`src/rtl/conv_pkg.sv`:
```
// ---------------------------------------------------------------------------
// conv_pkg
// Shared definitions for the 1-D convolution frame sequencer and its
// integration wrapper.
//   seq_state_t    : sequencer FSM states
//   DEFAULT_DATA_W : default sample / result width
//   num_out()      : number of valid convolution results per frame
// ---------------------------------------------------------------------------
package conv_pkg;

    typedef enum logic [2:0] {
        IDLE,
        LOAD,
        CLEAR,
        FEED,
        FLUSH,
        DRAIN
    } seq_state_t;

    localparam int DEFAULT_DATA_W = 32;

    // A "valid" 1-D convolution of frame_len samples with taps weights.
    function automatic int num_out(input int frame_len, input int taps);
        return frame_len - taps + 1;
    endfunction

endpackage

```
`src/rtl/conv_frame_sequencer.sv`:
```
// ---------------------------------------------------------------------------
// conv_frame_sequencer
// Frame-level controller for the systolic 1-D convolution array.
// Collects FRAME_LEN samples, clears the array, streams the samples in one
// per cycle followed by zero-flush cycles, captures the NUM_OUT results at
// fixed pipeline offsets and replays them on a valid/ready output stream.
//
// Ports:
//   clk, rst          clock, synchronous active-high reset
//   s_valid/s_ready   input sample handshake, s_data sample
//   arr_clr           one-cycle array clear (wrapper ORs it into array rst)
//   arr_x, arr_y      array x_in / y_in (arr_y is always 0)
//   arr_y_out         array y_out
//   m_valid/m_ready   result handshake, m_data result, m_last final result
//   busy              high whenever not IDLE
//   frame_done        one-cycle pulse after the last result handshake
// ---------------------------------------------------------------------------
module conv_frame_sequencer
    import conv_pkg::*;
#(
    parameter int DATA_W    = DEFAULT_DATA_W,
    parameter int FRAME_LEN = 5,
    parameter int NUM_TAPS  = 3,
    parameter int OUT_LAT   = 4
) (
    input  logic              clk,
    input  logic              rst,
    input  logic              s_valid,
    output logic              s_ready,
    input  logic [DATA_W-1:0] s_data,
    output logic              arr_clr,
    output logic [DATA_W-1:0] arr_x,
    output logic [DATA_W-1:0] arr_y,
    input  logic [DATA_W-1:0] arr_y_out,
    output logic              m_valid,
    input  logic              m_ready,
    output logic [DATA_W-1:0] m_data,
    output logic              m_last,
    output logic              busy,
    output logic              frame_done
);

    localparam int NUM_OUT  = num_out(FRAME_LEN, NUM_TAPS);
    localparam int CYC_LAST = OUT_LAT + NUM_OUT - 1;

    // Counter widths cover exactly the range used inside one frame.
    localparam int WR_W  = (FRAME_LEN > 1) ? $clog2(FRAME_LEN)  : 1;
    localparam int CYC_W = (CYC_LAST > 0)  ? $clog2(CYC_LAST+1) : 1;
    localparam int RD_W  = (NUM_OUT > 1)   ? $clog2(NUM_OUT)    : 1;

    localparam logic [WR_W-1:0]  WR_LAST    = WR_W'(FRAME_LEN - 1);
    localparam logic [CYC_W-1:0] FEED_LAST  = CYC_W'(FRAME_LEN - 1);
    localparam logic [CYC_W-1:0] CAP_FIRST  = CYC_W'(OUT_LAT);
    localparam logic [CYC_W-1:0] CAP_LAST   = CYC_W'(CYC_LAST);
    localparam logic [RD_W-1:0]  RD_LAST    = RD_W'(NUM_OUT - 1);
    // When the last result lands on the last feed cycle there is nothing
    // left to flush and FEED hands straight over to DRAIN.
    localparam bit               HAS_FLUSH  = (CYC_LAST > FRAME_LEN - 1);

    generate
        if (FRAME_LEN < NUM_TAPS || CYC_LAST < FRAME_LEN - 1 || NUM_TAPS < 1
            || OUT_LAT < 0) begin : g_bad_params
            $error("conv_frame_sequencer: illegal FRAME_LEN/NUM_TAPS/OUT_LAT");
        end
    endgenerate

    seq_state_t         state_reg, state_next;
    logic [WR_W-1:0]    wr_reg,    wr_next;
    logic [CYC_W-1:0]   cyc_reg,   cyc_next;
    logic [RD_W-1:0]    rd_reg,    rd_next;
    logic               frame_done_reg, frame_done_next;

    logic [DATA_W-1:0]  ibuf [FRAME_LEN];
    logic [DATA_W-1:0]  obuf [NUM_OUT];

    logic               s_accept;
    logic               m_accept;
    logic               cap_en;
    logic [CYC_W-1:0]   cap_off;

    // ------------------------------------------------------------------
    // Output decode (state/counters only; rst gates s_ready so no sample
    // is taken while reset is asserted)
    // ------------------------------------------------------------------
    assign s_ready    = !rst && (state_reg == IDLE || state_reg == LOAD);
    assign arr_clr    = (state_reg == CLEAR);
    assign arr_x      = (state_reg == FEED) ? ibuf[WR_W'(cyc_reg)] : '0;
    assign arr_y      = '0;
    assign m_valid    = (state_reg == DRAIN);
    assign m_data     = (state_reg == DRAIN) ? obuf[rd_reg] : '0;
    assign m_last     = (state_reg == DRAIN) && (rd_reg == RD_LAST);
    assign busy       = (state_reg != IDLE);
    assign frame_done = frame_done_reg;

    assign s_accept = s_valid && s_ready;
    assign m_accept = m_valid && m_ready;

    // Result j appears on y_out during cycle OUT_LAT+j of FEED/FLUSH.
    assign cap_off = cyc_reg - CAP_FIRST;
    assign cap_en  = (state_reg == FEED || state_reg == FLUSH)
                     && (cyc_reg >= CAP_FIRST) && (cyc_reg <= CAP_LAST);

    // ------------------------------------------------------------------
    // State and counters
    // ------------------------------------------------------------------
    always_ff @(posedge clk) begin
        if (rst) begin
            state_reg      <= IDLE;
            wr_reg         <= '0;
            cyc_reg        <= '0;
            rd_reg         <= '0;
            frame_done_reg <= 1'b0;
        end else begin
            state_reg      <= state_next;
            wr_reg         <= wr_next;
            cyc_reg        <= cyc_next;
            rd_reg         <= rd_next;
            frame_done_reg <= frame_done_next;
        end
    end

    always_comb begin
        state_next      = state_reg;
        wr_next         = wr_reg;
        cyc_next        = cyc_reg;
        rd_next         = rd_reg;
        frame_done_next = 1'b0;

        case (state_reg)
            IDLE, LOAD: begin
                if (s_accept) begin
                    if (wr_reg == WR_LAST) begin
                        state_next = CLEAR;
                        wr_next    = '0;
                    end else begin
                        state_next = LOAD;
                        wr_next    = wr_reg + WR_W'(1);
                    end
                end
            end
            CLEAR: begin
                cyc_next   = '0;
                state_next = FEED;
            end
            FEED: begin
                if (cyc_reg == FEED_LAST) begin
                    if (HAS_FLUSH) begin
                        state_next = FLUSH;
                        cyc_next   = cyc_reg + CYC_W'(1);
                    end else begin
                        state_next = DRAIN;
                    end
                end else begin
                    cyc_next = cyc_reg + CYC_W'(1);
                end
            end
            FLUSH: begin
                // Hold cyc on exit so it never wraps past its range.
                if (cyc_reg == CAP_LAST) begin
                    state_next = DRAIN;
                end else begin
                    cyc_next = cyc_reg + CYC_W'(1);
                end
            end
            DRAIN: begin
                if (m_accept) begin
                    if (rd_reg == RD_LAST) begin
                        state_next      = IDLE;
                        rd_next         = '0;
                        frame_done_next = 1'b1;
                    end else begin
                        rd_next = rd_reg + RD_W'(1);
                    end
                end
            end
            default: begin
                state_next = IDLE;
            end
        endcase
    end

    // ------------------------------------------------------------------
    // Sample and result buffers (contents are not reset)
    // ------------------------------------------------------------------
    always_ff @(posedge clk) begin
        if (s_accept) begin
            ibuf[wr_reg] <= s_data;
        end
        if (cap_en) begin
            obuf[RD_W'(cap_off)] <= arr_y_out;
        end
    end

endmodule

```
`config.mk`:
```
export PLATFORM = sky130hd
export DESIGN_NAME = conv_frame_sequencer
export DESIGN_NICKNAME = d
export VERILOG_FILES = /design/src/rtl/conv_pkg.sv /design/src/rtl/conv_frame_sequencer.sv
export SDC_FILE = /design/constraint.sdc
export NUM_CORES = 1
export LEC_CHECK = 0
export CORE_UTILIZATION = 30
export DETAILED_ROUTE_END_ITERATION = 10
export GPL_ROUTABILITY_DRIVEN = 0
export SYNTH_ARGS = -nofsm -noshare
export SYNTH_HDL_FRONTEND = slang
export SYNTH_SLANG_ARGS = --single-unit
```
`constraint.sdc`:
```
create_clock -name clk -period 12.25 [get_ports clk]
set_clock_uncertainty 0.15 [all_clocks]
set_input_delay 1.225 -clock clk [delete_from_list [all_inputs] [get_ports clk]]
set_output_delay 1.225 -clock clk [all_outputs]
set_load 0.01 [all_outputs]
```
==> metrics.csv <==
stage;metric;value;unit
outcome;run status;complete, no violations;
final_layout;Ant. Diodes;0;
clock_tree;Worst-path clk slew;60;ps
critical_path;slowest CP cell;mux4_2;
floorplan;Die ar.;0.0368;sq mm
sta;fin crit period;4190;ps
global_routing;global-route wire length before repair;32500;um
critical_path;delay-heaviest family, CP;buffers and inverters;
floorplan;Top Ports;170;
clock_tree;H-tree depth;1;
clock_tree;CTS root buf;clkbuf_16;
sta;worst slew pin tran;946;ps
synth;mux cell area share after synthesis;0.127;
synth;Cells after Synth;642;
sta;RSZ-0062 raised after global routing;no;
critical_path;Reg2Reg Launch Point;state_reg[1];
floorplan;Core ar.;0.0355;sq mm
sta;Achievable Freq;0.239;GHz
critical_path;Crit. End Element;output port;
global_routing;vias in the first global route;5686;
critical_path;CP Buf/Inv Count;2;
floorplan;Die W;192;um
route;starting DRC count in detailed routing;218;
route;Final ANT Viol Nets;0;
clock_tree;post_cts resized;0;
synth;Simple-Gate Fraction of Synth Area;0.0566;
synth;Post-synth ARST share;0;
clock_tree;total CTS buffers;28;
critical_path;Crit Path Category;flip-flop to output port;
critical_path;worst-path maximum fanout;32;
sta;Rel. slew slack;0.370;
final_layout;Largest Register;ibuf;
route;routed wire length;21200;um
critical_path;CP max stage delay;580;ps
sta;# setup viols final;0;
final_layout;most frequent cells in the layout;edfxtp_1 (256), clkdlybuf4s50_1 (137), nor2_1 (103);
hold_path;HP Start;rd_reg[0];
synth;area share of the largest cell type after synthesis;0.711;
sta;Hold WS;365;ps
clock_tree;cts hold-fix bufs;0;
synth;main combinational cell family by area after synthesis;multiplexers;
critical_path;Critical Path AT;2820;ps
final_layout;Area Growth Syn to Fin;24.6;%
final_layout;final net count;863;
synth;Primary FF master, synth;edfxtp_1;
synth;Synth Area in Adders;0.00694;
route;total iterations of the first detailed-routing run;4;
synth;Compound-Gate Fraction of Synth Area;0.0270;
place;Post-DP HPWL;12300;um
clock_tree;CTS sink count;273;
power_and_ir_drop;static leakage;0.00424;uW
floorplan;Rows;69;
global_routing;largest net degree at the start of global routing;65;
synth;synthesized flop and latch total;273;
synth;Seq/Total Area, Yosys;0.742;
synth;Avg Cell Area, Syn;16.8;sq um
critical_path;CP startpoint kind;flip-flop;
critical_path;required time of the critical path;10880;ps
synth;Synth area leaders;edfxtp_1 (71%), mux4_2 (6.7%), mux2i_1 (5.9%);
final_layout;design area;0.0135;sq mm
sta;TNS Setup;0;ps
route;DRC viols;0;
final_layout;max reg flops;160;
synth;Synth cell types;42;
hold_path;Worst Hold Class;flip-flop to flip-flop;
global_routing;GR Util All Layers;0.115;
route;vias per inst;4.50;
clock_tree;clk_lat worst skew;540;ps
route;routed len/inst;16.7;um
sta;final slew viol count;0;
place;DP Area;0.0126;sq mm
critical_path;CP Cell Sequence;buf_4, mux4_2, mux2i_1, nor2_1, clkdlybuf4s50_1;
run;max cap viols;0;
floorplan;Die Ht;192;um
clock_tree;CTS max path bufs;3;
synth;number of flops mapped to enable cells by yosys;256;
final_layout;final core utilization;0.380;
clock_tree;Post-CTS Setup Inserts;0;
route;DR vias;5699;
sta;Hold Violations, Final;0;
synth;Syn Std Cell Area;0.0108;sq mm
final_layout;layout cells sized above 1;0.119;
floorplan;initial core utilization;0.305;
final_layout;commonest non-fill, non-tap cell in the layout;edfxtp_1;
synth;synth warn;0;
global_routing;antenna violations before repair;2;
final_layout;Regs by FF count;ibuf (160), obuf (96);
clock_tree;CTS tree;done;
global_routing;GRT overflow;0;
synth;cell taking the most area after synthesis;edfxtp_1;
place;Port Buf Inserts;137;
sta;fin crit share;0.342;
power_and_ir_drop;Max IR drop VDD;111;uV
power_and_ir_drop;power per cell area;139;mW/mm^2
synth;XOR/XNOR Fraction of Synth Area;0.000810;
cell families after synthesis:
kind of cell	Yosys count
buffers and inverters	75
muxes	97
AOI/OAI and AO/OA	52
DFF	273
other	1
xor gates and xnor gates	1
and+or+nand+nor	137
adders and majority gates	6
synth_stat cells (2+ instances only):
master	instances
o21ai_0	3
buf_4	32
and3_1	2
clkbuf_1	19
nor3b_1	2
ha_1	6
nor3_1	2
mux2i_1	64
mux4_2	32
inv_1	8
or3_1	2
dfxtp_1	17
buf_2	7
buf_6	2
nand2_1	6
nor2_1	103
nand3b_1	5
nor4_1	4
a21oi_1	39
buf_1	6
and2_1	4
a21o_1	2
edfxtp_1	256
path summary, 6_finish.rpt:
path / end / slack [ps] / cells after the start
max: arr_x[21] / 8060 / 5
min: flip-flop / 360 / 2
max reg2reg: state_reg[1] / 9660 / 6
min reg2reg: flip-flop / 360 / 2
power breakdown:
group / internal [uW] / switching, uW / leakage (uW)
logic: 30.8 / 31.4 / 0.00138
registers: 1030 / 4.30 / 0.00245
clock network: 441 / 333 / 0.000404
per-layer routing:
layer,GRT usage,share of wire,up-vias
met5,0,0.0012,-
met4,0.0281,0.015,4
met3,0.0250,0.055,32
met2,0.186,0.48,149
met1,0.156,0.45,2854
li1,-,-,2660
worst min-delay path, stage by stage, from the launching register on:
cell and delay (ps):
dfxtp_1 340, nand2_1 70, a21oi_1 60
area by class of cell:
cell class | count | area (sq um)
clock buffer | 37 | 734
clock inverter | 10 | 98.8
fill | 3312 | 22000
inverter | 9 | 33.8
multi-input combinational | 325 | 2510
sequential | 273 | 8030
tap | 461 | 577
timing repair buffer | 152 | 1480
through the flow:
step	power [uW]	instances	worst slack (ps)
floorplan	1090	673	6330
global placement	1120	1220	8260
detailed placement	1120	1220	8220
CTS	1900	1267	7980
global route	1940	1267	7840
finish	1870	1267	8060
(Power assumes the default switching activity.)
